## config.mk

```make
export PLATFORM = sky130hd
export DESIGN_NAME = rx_fifo_collect_flat
export DESIGN_NICKNAME = d
export VERILOG_FILES = /design/src/rtl/rx_fifo_collect_if.sv /design/src/rtl/rx_fifo_collect.sv /design/src/flat_wrapper.sv
export SDC_FILE = /design/constraint.sdc
export NUM_CORES = 2
export LEC_CHECK = 0
export ABC_AREA = 1
export CORE_MARGIN = 1
export CORE_UTILIZATION = 55
export DETAILED_ROUTE_END_ITERATION = 12
export PLACE_DENSITY_LB_ADDON = 0.1
export SLEW_MARGIN = 15
export SYNTH_ARGS = -nofsm -noshare
export SYNTH_HDL_FRONTEND = slang
export SYNTH_SLANG_ARGS = --single-unit
```

## constraint.sdc

```tcl
create_clock -name sys_clk -period 2.8 [get_ports sys_clk]
set_input_delay 0.84 -clock sys_clk [delete_from_list [all_inputs] [get_ports sys_clk]]
set_output_delay 0.84 -clock sys_clk [all_outputs]
set_load 0.01 [all_outputs]
```

## src/rtl/rx_fifo_collect_if.sv

```systemverilog
// Byte-collection bus: UART receive strobe/data in, drained byte stream out, plus status.
interface rx_fifo_collect_if #(
  parameter int DW = 8,
  parameter int AW = 8
);
  logic          uart_done;
  logic [DW-1:0] uart_dout;
  logic          clear;
  logic [DW-1:0] dout;
  logic          dout_valid;
  logic          dout_ready;
  logic [AW:0]   fill_cnt;
  logic          draining;
  logic          frame_done;
  logic          overflow;

  modport master (
    output uart_done, uart_dout, clear, dout_ready,
    input  dout, dout_valid, fill_cnt, draining, frame_done, overflow
  );

  modport slave (
    input  uart_done, uart_dout, clear, dout_ready,
    output dout, dout_valid, fill_cnt, draining, frame_done, overflow
  );
endinterface

```

## src/rtl/rx_fifo_collect.sv

```systemverilog
// Collects a DEPTH-byte frame from the UART receiver, then drains it in order on valid/ready.
// Latency: byte counted next cycle; first drained byte 2 cycles after the last write; stalls hold dout.
module rx_fifo_collect #(
  parameter int DEPTH = 256,
  parameter int AW    = 8,
  parameter int DW    = 8
) (
  input logic             sys_clk,
  input logic             sys_rst_n,
  rx_fifo_collect_if.slave bus
);
  typedef enum logic {FILL, DRAIN} state_t;

  localparam logic [AW:0] CNT_LAST = (AW+1)'(DEPTH - 1);
  localparam logic [AW:0] CNT_ONE  = (AW+1)'(1);

  state_t        state;
  logic [DW-1:0] mem [DEPTH];
  logic [AW-1:0] wr_ptr;
  logic [AW-1:0] rd_ptr;
  logic          wr_en;
  logic          xfer;
  logic          load;
  logic [AW:0]   pending;

  assign wr_en = (state == FILL) && bus.uart_done && !bus.clear;
  assign xfer  = bus.dout_valid && bus.dout_ready;
  // Bytes still in memory that have not yet been moved into the output register.
  assign pending = bus.fill_cnt - (AW+1)'(bus.dout_valid);
  assign load    = (state == DRAIN) && (pending != '0) && (!bus.dout_valid || bus.dout_ready);

  always_ff @(posedge sys_clk) begin
    if (wr_en) begin
      mem[wr_ptr] <= bus.uart_dout;
    end
  end

  always_ff @(posedge sys_clk or negedge sys_rst_n) begin
    if (!sys_rst_n) begin
      state          <= FILL;
      wr_ptr         <= '0;
      rd_ptr         <= '0;
      bus.fill_cnt   <= '0;
      bus.dout       <= '0;
      bus.dout_valid <= 1'b0;
      bus.draining   <= 1'b0;
      bus.frame_done <= 1'b0;
      bus.overflow   <= 1'b0;
    end else if (bus.clear) begin
      state          <= FILL;
      wr_ptr         <= '0;
      rd_ptr         <= '0;
      bus.fill_cnt   <= '0;
      bus.dout       <= '0;
      bus.dout_valid <= 1'b0;
      bus.draining   <= 1'b0;
      bus.frame_done <= 1'b0;
      bus.overflow   <= 1'b0;
    end else begin
      bus.frame_done <= 1'b0;
      case (state)
        FILL: begin
          if (bus.uart_done) begin
            wr_ptr       <= wr_ptr + 1'b1;
            bus.fill_cnt <= bus.fill_cnt + 1'b1;
            if (bus.fill_cnt == CNT_LAST) begin
              state        <= DRAIN;
              bus.draining <= 1'b1;
            end
          end
        end
        DRAIN: begin
          if (bus.uart_done) begin
            bus.overflow <= 1'b1;
          end
          // Registered read straight into the output stage keeps 1 byte/cycle under ready=1.
          if (load) begin
            bus.dout       <= mem[rd_ptr];
            rd_ptr         <= rd_ptr + 1'b1;
            bus.dout_valid <= 1'b1;
          end else if (xfer) begin
            bus.dout_valid <= 1'b0;
          end
          if (xfer) begin
            bus.fill_cnt <= bus.fill_cnt - 1'b1;
            if (bus.fill_cnt == CNT_ONE) begin
              state          <= FILL;
              bus.draining   <= 1'b0;
              bus.frame_done <= 1'b1;
            end
          end
        end
        default: state <= FILL;
      endcase
    end
  end
endmodule

```

## src/flat_wrapper.sv

```systemverilog
// flat-port wrapper written by rule: the top's interface ports become plain ports
module rx_fifo_collect_flat 
#(
  parameter int DEPTH = 256,
  parameter int AW    = 8,
  parameter int DW    = 8
)
  (sys_clk, sys_rst_n, bus_uart_done, bus_uart_dout, bus_clear, bus_dout_ready, bus_dout, bus_dout_valid, bus_fill_cnt, bus_draining, bus_frame_done, bus_overflow);
  rx_fifo_collect_if #(.DW(DW), .AW(AW)) bus_i ();
  input logic sys_clk;
  input logic sys_rst_n;
  input wire logic [$bits(bus_i.uart_done)-1:0] bus_uart_done;
  input wire logic [$bits(bus_i.uart_dout)-1:0] bus_uart_dout;
  input wire logic [$bits(bus_i.clear)-1:0] bus_clear;
  input wire logic [$bits(bus_i.dout_ready)-1:0] bus_dout_ready;
  output wire logic [$bits(bus_i.dout)-1:0] bus_dout;
  output wire logic [$bits(bus_i.dout_valid)-1:0] bus_dout_valid;
  output wire logic [$bits(bus_i.fill_cnt)-1:0] bus_fill_cnt;
  output wire logic [$bits(bus_i.draining)-1:0] bus_draining;
  output wire logic [$bits(bus_i.frame_done)-1:0] bus_frame_done;
  output wire logic [$bits(bus_i.overflow)-1:0] bus_overflow;
  assign bus_i.uart_done = bus_uart_done;
  assign bus_i.uart_dout = bus_uart_dout;
  assign bus_i.clear = bus_clear;
  assign bus_i.dout_ready = bus_dout_ready;
  assign bus_dout = bus_i.dout;
  assign bus_dout_valid = bus_i.dout_valid;
  assign bus_fill_cnt = bus_i.fill_cnt;
  assign bus_draining = bus_i.draining;
  assign bus_frame_done = bus_i.frame_done;
  assign bus_overflow = bus_i.overflow;
  rx_fifo_collect #(.DEPTH(DEPTH), .AW(AW), .DW(DW)) u_core (.sys_clk(sys_clk), .sys_rst_n(sys_rst_n), .bus(bus_i));
endmodule
```

==> impl_metrics.py <==
metrics = {
    "routing": {
        "viasPerCell": 5.81,
        "avgRoutedWirePerCell_um": 24.1,
        "num_vias": 58400,
        "drtAntennaViolNets": 0,
        "detail_route.iter0.violations": 7478,
        "drt-total-wl_um": 242000,
        "dr.pass1.iters": 6,
        "drc": 0,
    },
    "sta": {
        "max_freq_mhz": 351,
        "slew_viol_final": 0,
        "timing.final.crit_share_pct": 102,
        "setup_tns_ps": -45.0,
        "worstMarginPinSlew_ps": 730,
        "fin_worst_skew_ps": 32.5,
        "relSlewSlack_pct": 51.3,
        "layout_min_cycle_time_ps": 2850,
        "final-hold-violation-count": 0,
        "finalSetupViolations": 1,
        "rsz0062_at_grt": "false",
        "timing.final.ws_setup_ps": -45.0,
    },
    "synth": {
        "syn_area_mm2": 0.0852,
        "ys.flop_type": "edfxtp_1",
        "synth-seq-area-share_pct": 73.3,
        "synth_seq_cells": 2086,
        "synth_cells": 7483,
        "synthTopCellsByArea": "edfxtp_1 (72%), nand2_1 (13%), nand3_1 (7.3%)",
        "synth_fp_nets": 7506,
        "synthDistinctLibCells": 33,
        "async_reset_ff_share_pct": 1.82,
        "synth_edf_count": 2048,
        "synth_top_area_share_pct": 72.2,
        "post-synth-top-area-cell": "edfxtp_1",
        "avgSynthCellArea_um2": 11.4,
        "yosysWarningCount": 0,
    },
    "placed_design": {
        "io_buffers": 33,
        "dp.final_hpwl_um": 151000,
        "place_congestion": 0.957,
    },
    "clock_network": {
        "cts_tree": "yes",
        "cts-root-buf": "clkbuf_16",
        "clockBufferDepth": 3,
        "cts_made_buffers": 204,
        "path_clk_slew_ps": 60,
        "insertion_delay_ps": 850,
        "cts_sinks": 2086,
        "h-tree-depth": 4,
    },
    "setup_path": {
        "worst_ep_arrival_time_ps": 3560,
        "worstPathMaxFanout": 31,
        "worstReg2RegEnd": "u_core.bus.dout[0]",
        "critPathLaunch": "u_core.rd_ptr[0]",
        "crit_end": "u_core.bus.dout[0]",
        "r2r-start": "u_core.rd_ptr[0]",
        "reg2regPathDepth": 15,
        "cp-start-kind": "register",
        "critical_path_class": "reg -> reg",
        "reg2reg_slack_ps": -50,
        "crit_path_end_kind": "register",
        "crit_required_ps": 3510,
    },
    "cells_and_area": {
        "nFillCells": 11700,
        "fin_nets": 7867,
        "syn_to_final_growth_pct": 16.5,
        "drive_gt1_share_pct": 11.8,
    },
    "power_and_ir_drop": {
        "p_int_uw": 51000,
        "total_power_uw": 63500,
        "switching_share_pct": 19.7,
        "pwr_density_cell_mw_per_mm2": 639,
        "p_sw_uw": 12500,
        "p_leak_uw": 0.0370,
        "combPwrFrac_pct": 1.8,
        "p_clk_share_pct": 44.1,
        "ir_drop_uv": 574,
        "p_seq_share_pct": 54.1,
    },
    "die": {
        "die_h_um": 396,
        "fp.dieW_um": 396,
        "io_pins": 34,
        "core_mm2": 0.154,
        "dieArea_mm2": 0.156,
        "rows": 144,
        "start_util_pct": 55.4,
    },
    "grt": {
        "antenna_found_initial": 5,
        "overflow": 0,
        "grt_pass1_vias": 55600,
        "grt_first_pass_wirelength_um": 354000,
        "grt_use_total_pct": 30.6,
        "grt_max_degree": 106,
    },
    "status": {
        "violations": "negative setup slack",
        "status": "finished, violations left",
    },
    "job": {
        "cap_violations": 0,
    },
    "min_path": {
        "min_path_type": "in -> async",
    },
}
## metrics by stage
step	util, %	setup WS [ps]	std cells	hold slack (ps)	area [um2]
6_report	64.5	-45.0	10100	60.8	99200
5_1_grt	64.5	2.28	10100	62.3	99200
4_1_cts	64.3	4.46	10000	12.1	98900
3_5_place_dp	59.8	-465	9671	480	92000
3_3_place_gp	59.8	-451	9671	479	92000
2_1_floorplan	-	51.4	7483	515	85200
## cells in the mapped netlist, types with 3 or more instances
library cell     n
nand2_1       3028
o21ai_0         23
o22ai_1          4
edfxtp_1      2048
buf_2          258
inv_1           43
buf_4           19
o211ai_1         3
buf_1           35
nor2_1         299
nand3_1       1242
ha_1            10
nor3_1           7
a21oi_1        253
clkbuf_1       147
inv_2            4
dfrtp_1         38
clkinv_1         3
## power groups by stage
stage | Clock [uW] | Combinational (uW) | Sequential, uW
after detailed placement | 0 | 1160 | 35000
after global routing | 29400 | 1220 | 34300
final | 28000 | 1160 | 34300
after global placement | 0 | 1160 | 35000
after floorplan | 0 | 136 | 35000
after CTS | 28300 | 1170 | 34300
## cell type report
type                            count  area (um2)  share of cell area [%]
Clock inverter                    134        1430                    1.44
Multi-Input combinational cell   4887       20500                    20.7
Timing Repair Buffer              615        6570                    6.62
Antenna cell                        2        5.00                 0.00504
Tap cell                         2044        2560                    2.58
Sequential cell                  2086       62500                    63.0
Inverter                           50         220                   0.222
Clock buffer                      243        5440                    5.48
## worst min-delay path by stage
stage / from / endpoint / slack [ps] / cells after the start
5_1_grt: sys_rst_n / u_core.rd_ptr[3] / 60 / 1
3_3_place_gp: u_core.bus.fill_cnt[7] / u_core.bus.fill_cnt[7] / 480 / 1
4_1_cts: sys_rst_n / u_core.rd_ptr[6] / 10 / 1
2_1_floorplan: u_core.bus.fill_cnt[7] / u_core.bus.fill_cnt[7] / 510 / 1
3_5_place_dp: u_core.bus.fill_cnt[7] / u_core.bus.fill_cnt[7] / 480 / 1
6_report: sys_rst_n / u_core.rd_ptr[3] / 60 / 1
## flip-flops by register name (all words and copies together), names as in the netlist, 8 cells and up
signal and count:
u_core.wr_ptr 8, u_core.bus.dout 8, u_core.rd_ptr 8, u_core.mem 2048
u_core.bus.fill_cnt 9
## kinds of logic after synthesis
kind of cell / share of synthesized area (%)
adder cells (fa/ha/maj): 0.147
AO/OA/AOI/OAI: 1.77
AND/OR/NAND/NOR: 22.0
XOR/XNOR: 0.0308
buffers and inverters: 2.72
flip-flops: 73.3
## repair_timing
item	CTS	global route
hold buffers	0	0
endpoints found under the setup margin	0	8
resized for setup	0	23
setup buffers	0	5
endpoints found under the hold margin	0	0
## critical path, stage by stage, from the launching register on
cell,delay (ps)
dfrtp_4,520
buf_16,210
buf_4,190
clkbuf_16,220
nand2_1,80
nand2_1,60
a21oi_1,130
nand3_1,160
nand3_1,210
nand2_1,140
nand2_1,130
nand2_1,180
nand2_1,100
nand3_1,80
nand3_2,200
nand2_1,70
## placed cells by master (no fill, tap or decap), drive strengths merged, types with 28 or more instances in the layout
cell type / instances
clkbuf: 249
clkinv: 93
buf: 585
inv: 49
bufinv: 28
nand2: 3029
nand3: 1242
edfxtp: 2048
nor2: 301
a21oi: 253
dfrtp: 38
## per-layer routing
metal  part of all wire, %  track usage, %  up-vias
li1                      -               -    26600
met2                    46            47.4     3059
met4                   3.2            10.3        4
met1                    41            44.1    28300
met5                 0.011               0        -
met3                   9.6            5.62      450
Power figures use the tool's default switching activity.
